**src/rtl/result_assembler.sv**
```systemverilog
// result_assembler: collects low/mid/high result slices into full words,
// buffers them in a small FIFO and frames the stream with busy/frame_done.
module result_assembler #(
    parameter int PART_W     = 8,
    parameter int FIFO_DEPTH = 4,
    parameter int ELEMS      = 9
) (
    input  logic                  clk,
    input  logic                  rst,
    input  logic                  frame_start,
    input  logic                  part_valid,
    input  logic [1:0]            part_sel,
    input  logic [PART_W-1:0]     part_data,
    output logic                  out_valid,
    input  logic                  out_ready,
    output logic [3*PART_W-1:0]   out_data,
    output logic [3:0]            elem_idx,
    output logic                  busy,
    output logic                  frame_done,
    output logic                  seq_err,
    output logic                  ovf_err
);
    // state   | meaning
    // IDLE    | waiting for frame_start, parts ignored
    // COLLECT | assembling low/mid/high triplets into words
    // DRAIN   | all elements seen, waiting for the FIFO to empty

    localparam int AW     = $clog2(FIFO_DEPTH);
    localparam int WORD_W = 3 * PART_W;

    typedef enum logic [1:0] {IDLE, COLLECT, DRAIN} state_t;

    state_t              state, state_nxt;
    logic [1:0]          expected;
    logic [PART_W-1:0]   low_q, mid_q;
    logic [WORD_W-1:0]   mem [FIFO_DEPTH];
    logic [AW-1:0]       wr_ptr, rd_ptr;
    logic [AW:0]         count;

    logic start_frame, part_take, in_order, word_done;
    logic pop, full, push, drop, last_elem;

    assign start_frame = (state == IDLE) && frame_start;
    assign part_take   = (state == COLLECT) && part_valid;
    assign in_order    = part_take && (part_sel == expected);
    assign word_done   = in_order && (expected == 2'd2);
    assign out_valid   = (count != '0);
    assign out_data    = mem[rd_ptr];
    assign pop         = out_valid && out_ready;
    assign full        = (count == (AW+1)'(FIFO_DEPTH));
    // a full FIFO can still take the word when the head leaves on the same edge
    assign push        = word_done && (!full || pop);
    assign drop        = word_done && full && !pop;
    assign last_elem   = (elem_idx == 4'(ELEMS - 1));

    // state register
    always_ff @(posedge clk) begin
        if (rst) state <= IDLE;
        else     state <= state_nxt;
    end

    // next-state decode and Moore outputs
    always_comb begin
        state_nxt  = state;
        busy       = 1'b0;
        frame_done = 1'b0;
        case (state)
            IDLE: begin
                if (frame_start) state_nxt = COLLECT;
            end
            COLLECT: begin
                busy = 1'b1;
                if (word_done && last_elem) state_nxt = DRAIN;
            end
            DRAIN: begin
                busy = 1'b1;
                if (count == '0) begin
                    frame_done = 1'b1;
                    state_nxt  = IDLE;
                end
            end
            default: state_nxt = IDLE;
        endcase
    end

    // slice collection, element count and sticky error flags
    always_ff @(posedge clk) begin
        if (rst) begin
            expected <= 2'd0;
            low_q    <= '0;
            mid_q    <= '0;
            elem_idx <= 4'd0;
            seq_err  <= 1'b0;
            ovf_err  <= 1'b0;
        end else if (start_frame) begin
            expected <= 2'd0;
            elem_idx <= 4'd0;
            seq_err  <= 1'b0;
            ovf_err  <= 1'b0;
        end else if (part_take) begin
            if (in_order) begin
                case (expected)
                    2'd0: begin
                        low_q    <= part_data;
                        expected <= 2'd1;
                    end
                    2'd1: begin
                        mid_q    <= part_data;
                        expected <= 2'd2;
                    end
                    default: begin
                        expected <= 2'd0;
                        elem_idx <= elem_idx + 4'd1;
                    end
                endcase
            end else begin
                // out-of-order slice: throw away the partial word and restart
                seq_err  <= 1'b1;
                expected <= 2'd0;
            end
            if (drop) ovf_err <= 1'b1;
        end
    end

    // FIFO storage, written with the completed word on the high-slice edge
    always_ff @(posedge clk) begin
        if (push) mem[wr_ptr] <= {part_data, mid_q, low_q};
    end

    // FIFO pointers and occupancy
    always_ff @(posedge clk) begin
        if (rst) begin
            wr_ptr <= '0;
            rd_ptr <= '0;
            count  <= '0;
        end else begin
            if (push) wr_ptr <= wr_ptr + 1'b1;
            if (pop)  rd_ptr <= rd_ptr + 1'b1;
            case ({push, pop})
                2'b10:   count <= count + (AW+1)'(1);
                2'b01:   count <= count - (AW+1)'(1);
                default: count <= count;
            endcase
        end
    end

endmodule

```
**config.mk**
```make
export PLATFORM = sky130hd
export DESIGN_NAME = result_assembler
export DESIGN_NICKNAME = d
export VERILOG_FILES = /design/src/rtl/result_assembler.sv
export SDC_FILE = /design/constraint.sdc
export NUM_CORES = 1
export LEC_CHECK = 0
export BUFFER_PORTS_ARGS = -buffer_cell sky130_fd_sc_hd__buf_4
export CAP_MARGIN = 30
export CORE_MARGIN = 2
export CORE_UTILIZATION = 60
export CTS_BUF_LIST = sky130_fd_sc_hd__clkbuf_8
export CTS_CLUSTER_DIAMETER = 200
export DETAILED_ROUTE_END_ITERATION = 7
export GPL_TIMING_DRIVEN = 0
export HOLD_SLACK_MARGIN = 0.02
export PLACE_DENSITY = 0.89
export SETUP_SLACK_MARGIN = 0.2
export SLEW_MARGIN = 30
export SYNTH_ARGS = -nofsm -noshare
export SYNTH_HDL_FRONTEND = slang
export SYNTH_SLANG_ARGS = --single-unit
```
**constraint.sdc**
```tcl
create_clock -name clk -period 2.75 [get_ports clk]
set_input_delay 0.55 -clock clk [delete_from_list [all_inputs] [get_ports clk]]
set_output_delay 0.55 -clock clk [all_outputs]
set_load 0.01 [all_outputs]
```
After elaboration in Yosys (flattened, before gate mapping)
Memory sizes are Yosys's and may differ from the RTL's. A register that Yosys moved wholly into a read port is not among the register bits.
Cells that the tools add are included.
{ "totals": {"register_bits": 33, "mem_bits_rw": 96, "inputBits": 15, "output_inout_bits": 33, "wordCells": 71, "mem_count": 1} }
{ "classes": {"n_addsub": 5, "eq_ne": 12, "muxes": 14, "n_bitwise": 3, "n_reduce_logical": 26} }
{ "memory_table": {"columns": ["memory", "words", "width", "rd", "rd_clocked_by_memory_dff", "wr", "line_no", "source"], "rows": [
  ["mem", 4, 24, 1, 1, 1, "36", "logic [WORD_W-1:0] mem [FIFO_DEPTH];"]
]} }
{ "ops": {"columns": ["operator", "n"], "rows": [
  ["$mux W2", 6],
  ["$logic_and A1 B1 Y1", 9],
  ["$reduce_and A4 Y1", 2],
  ["$eq A2 B1 Y1 const B", 3],
  ["$eq A2 B2 Y1 const B", 3],
  ["$pmux W2 S3", 1],
  ["$pmux W3 S2", 1],
  ["$reduce_and A3 Y1", 2],
  ["$reduce_or A2 Y1", 3],
  ["$mux W1", 5],
  ["$add A2 B1 Y2 const B", 2],
  ["$add A4 B1 Y4 const B", 1],
  ["$eq A4 B4 Y1 const B", 1],
  ["$logic_not A2 Y1", 2],
  ["$ne A2 B2 Y1 const B", 2],
  ["$pmux W2 S2", 1],
  ["$reduce_and A2 Y1", 2],
  ["$add A3 B1 Y3 const B", 1],
  ["$eq A3 B3 Y1 const B", 1],
  ["$logic_not A3 Y1", 1],
  ["$not A1 Y1", 3],
  ["$reduce_bool A3 Y1", 1],
  ["$sub A3 B1 Y3 const B", 1],
  ["$eq A2 B2 Y1", 1],
  ["4 further kinds", 5]
]} }

Logic depth before layout (Yosys ltp)
{ "logic_depth": {"ltp_word": 7, "mapped_depth": 10, "depth_no_buf": 10} }

Worst setup path before layout
OpenSTA, ideal clock, no wires.
{ "synth_path": {"path_type": "input to register", "start": "input part_sel[0]", "end": "register count[1]", "setup_time_ps": 61, "t_arrival_ps": 2427, "required_time_ps": 2689, "path_slack_ps": 262, "stages": 10, "n_path_buf": 2, "path_cell_list": "buf_2 -> or2_1 -> buf_6 -> nor2_2 -> nor2_1 -> fa_1 -> nor2b_1 -> nor3_1 -> o311ai_1 -> o221a_1"} }
{ "synth_between": {"elab_chain_len": 6, "word_cells_on_any_way": 8, "classes_between": "eq/ne (3); mux (1); reduce/logical (4)"} }
{ "synth_lines": {"columns": ["element", "line_no", "source"], "rows": [
  ["start: declaration", "12", "input logic [1:0] part_sel,"],
  ["$eq A2 B2 Y1 (*)", "45", "assign in_order = part_take && (part_sel == expected);"],
  ["$logic_and A1 B1 Y1 (*)", "45", null],
  ["$logic_and A1 B1 Y1 (*)", "46", "assign word_done = in_order && (expected == 2'd2);"],
  ["$logic_and A1 B1 Y1 (*)", "52", "assign push = word_done && (!full || pop);"],
  ["$eq A2 B1 Y1 / $eq A2 B2 Y1 (equally long branches)", "139", "case ({push, pop})"],
  ["$pmux W3 S2 / $reduce_bool A2 Y1 (equally long branches)", null, null],
  ["end signal: assignment", "140", "2'b10: count <= count + (AW+1)'(1);"],
  ["end signal: assignment", "141", "2'b01: count <= count - (AW+1)'(1);"],
  ["end signal: assignment", "142", "default: count <= count;"],
  ["end: declaration", "38", "logic [AW:0] count;"]
]} }
Mark *: on every way between the ends. The rest lies on a longest branch, timed or not.
A chain may end at the register's enable or synchronous reset.

==> flow_metrics.env <==
export IMPL_dp_hpwl_um=5880
export IMPL_slowest_delay_ns=0.35
export IMPL_drv_slew=0
export IMPL_hold_violations=0
export IMPL_clk_pin_slew_ns=0.08
export IMPL_yosysSeqAreaShare=0.683
export IMPL_diodes=0
export IMPL_htree_levels=4
export IMPL_tritoncts="built"
export IMPL_grt_max_degree=25
export IMPL_die_area_mm2=0.00951
export IMPL_min_path_cells=1
export IMPL_hold_path_startpoint="part_data[5]"
export IMPL_root_buffer="clkbuf_8"
export IMPL_p_per_area_mw_per_mm2=769
export IMPL_reg2reg_setup_slack_ns=0.32
export IMPL_die_w_um=97.5
export IMPL_yosysTopAreaCell="edfxtp_1"
export IMPL_leakage_nw=2.32
export IMPL_synthToLayoutAreaGrowth_pct=19.6
export IMPL_post_route_util=0.730
export IMPL_syn_area_per_cell_um2=16.5
export IMPL_drt_pass1_iterations=5
export IMPL_initial_core_util=0.610
export IMPL_cts_inserted_buffers=17
export IMPL_hold_slack_ns=0.351
export IMPL_drv_cap=0
export IMPL_clk_latency_ns=0.42
export IMPL_routed_wl_um=9540
export IMPL_synth_cells=318
export IMPL_drive_gt1_frac=0.327
export IMPL_gp_congestion=0.839
export IMPL_fp_dieH_um=97.5
export IMPL_syn_area_mm2=0.00525
export IMPL_hold_path_class="in2reg"
export IMPL_synth_area_leaders="edfxtp_1, dfxtp_1, mux4_2"
export IMPL_critPathCaptureType="output port"
export IMPL_drc=0
export IMPL_vias_per_cell=5.80
export IMPL_setup_viol=0
export IMPL_cp_cell_sequence="buf_1, clkbuf_4, mux4_2, buf_4"
export IMPL_fin_worst_skew_ns=0.0110
export IMPL_ys_types=48
export IMPL_crit_slowest_cell="mux4_2"
export IMPL_synth_main_ff_cell="edfxtp_1"
export IMPL_cts_hold_buf=0
export IMPL_grt_overflow=0
export IMPL_syn_nets=345
export IMPL_post_route_min_period_ns=2.44
export IMPL_numClockSinks=131
export IMPL_reg2reg_depth=10
export IMPL_core_area_mm2=0.00859
export IMPL_outcome="complete, no violations"
export IMPL_synth_edf_count=96
export IMPL_rsz0062_at_grt="no"
export IMPL_port_buffers=45
export IMPL_ys_seq_elements=131
export IMPL_routedWlPerCell_um=18.9
export IMPL_final_cell_mix="edfxtp_1, buf_4, nor2_1, dfxtp_1, mux4_2"
export IMPL_cp_top_family="buffers and inverters"
export IMPL_grt_util_all_layers=0.214
export IMPL_irDropWorstVdd_v=0.000482
export IMPL_synth_top_area_frac=0.550
export IMPL_fmax_mhz=409
export IMPL_via_count=2936
export IMPL_nets=412
export IMPL_fp_row_count=34
export IMPL_worstPathArrival_ns=1.89
export IMPL_reg2reg_from="count[2]"
export IMPL_grt_pass1_wl_um=15600
export IMPL_grt_pass1_vias=2993
export IMPL_async_reset_ff_frac=0
export IMPL_final_common_cell="edfxtp_1"
export IMPL_cp_max_fo=10
export IMPL_crit_required_ns=2.20
export IMPL_drtIter0Drc=216
export IMPL_regToRegEndpoint="count[1]"
export IMPL_ys_warn_count=0
export IMPL_fin_crit_sh=0.889
export IMPL_worst_pin_slew_ns=0.649
export IMPL_slew_limit_headroom=0.567
export IMPL_ioPinCount=48
export IMPL_critPathKind="reg2out"
export IMPL_start_kind="flip-flop"
export IMPL_ant_nets=0
export IMPL_cts_buffer_depth=2
export IMPL_holdPathEnd="mem[0][21]"
export IMPL_antenna_found_initial=0
export IMPL_crit_buf_inv=3
==> flip-flops by register name, summed over array words and instances, names as in the netlist, named ones only <==
name,cells
mem,96
ovf_err,1
low_q,8
elem_idx,4
expected,2
wr_ptr,2
mid_q,8
state,2
seq_err,1
count,3
rd_ptr,2
==> cell type report <==
type | count | area, µm²
buffer | 16 | 113
tap | 108 | 135
clock inverter | 14 | 225
multi-input combinational | 163 | 1580
inverter | 8 | 30.0
sequential | 131 | 3580
fill | 540 | 2320
timing repair buffer | 48 | 360
clock buffer | 18 | 248
==> through the flow <==
stage	setup slack, ns	power [mW]	cells	setup TNS [ns]	instance area [µm²]
after global routing	0.158	5.00	506	0	6270
after detailed placement	0.0490	2.93	471	0	5720
after global placement	-0.135	2.90	471	-11.58	5720
after floorplan	0.262	2.71	318	0	5250
final	0.307	4.83	506	0	6270
after CTS	0.197	4.81	503	0	6230
==> worst reg2reg max path, delay by kind of cell, from the launching register on <==
family	cells	cell delay (ns)
flops	1	0.30
simple gates	5	0.72
fa+ha+maj	1	0.48
compound gates	2	0.58
buf+inv	2	0.31
==> repair_timing <==
item / in CTS / in global routing
setup endpoints to repair: 21 / 34
pin swaps: 0 / 3
gates resized for setup: 9 / 11
hold endpoints to repair: 0 / 0
setup buffers: 0 / 3
==> power breakdown <==
part	switching, mW	internal, mW
Combinational	0.382	0.387
Clock	0.757	1.12
Sequential	0.0422	2.14
Total	1.18	3.65
==> kinds of logic after synthesis <==
family,after synthesis,synth area share
and+or+nand+nor,76,0.0759
AOI/OAI and AO/OA,21,0.0308
adders and majority gates,12,0.0301
muxes,44,0.141
xor gates and xnor gates,10,0.0167
buffers and inverters,24,0.0219
DFF,131,0.683
==> per-layer routing <==
layer	up-vias	GRT usage	wire length (µm)
met4	0	0.0951	184
met2	105	0.362	4990
met5	-	0	0
met1	1463	0.260	3810
li1	1345	-	-
met3	23	0.0561	558
==> worst max-delay path by stage <==
stage | start | end | slack (ns) | cells past startpoint
floorplan | part_sel[0] | count[1] | 0.26 | 10
global placement | part_sel[0] | mem[1][13] | -0.14 | 5
detailed placement | part_sel[0] | count[1] | 0.05 | 10
CTS | flip-flop | out_data[17] | 0.20 | 4
global route | count[2] | count[1] | 0.16 | 10
finish | flip-flop | out_data[17] | 0.31 | 4
==> Yosys cell counts (all sizes together) (2+ instances only) <==
master  count
nor4b       2
nor3        5
nand2      10
clkbuf      7
xnor2       6
nand3       6
edfxtp     96
inv         8
nand4       2
nor2       37
xor2        4
a21oi       8
buf         9
o21ai       3
dfxtp      35
nor2b       3
mux2i      19
and2        4
ha         11
mux4       24
No activity file was read; power rests on OpenSTA's default activity.
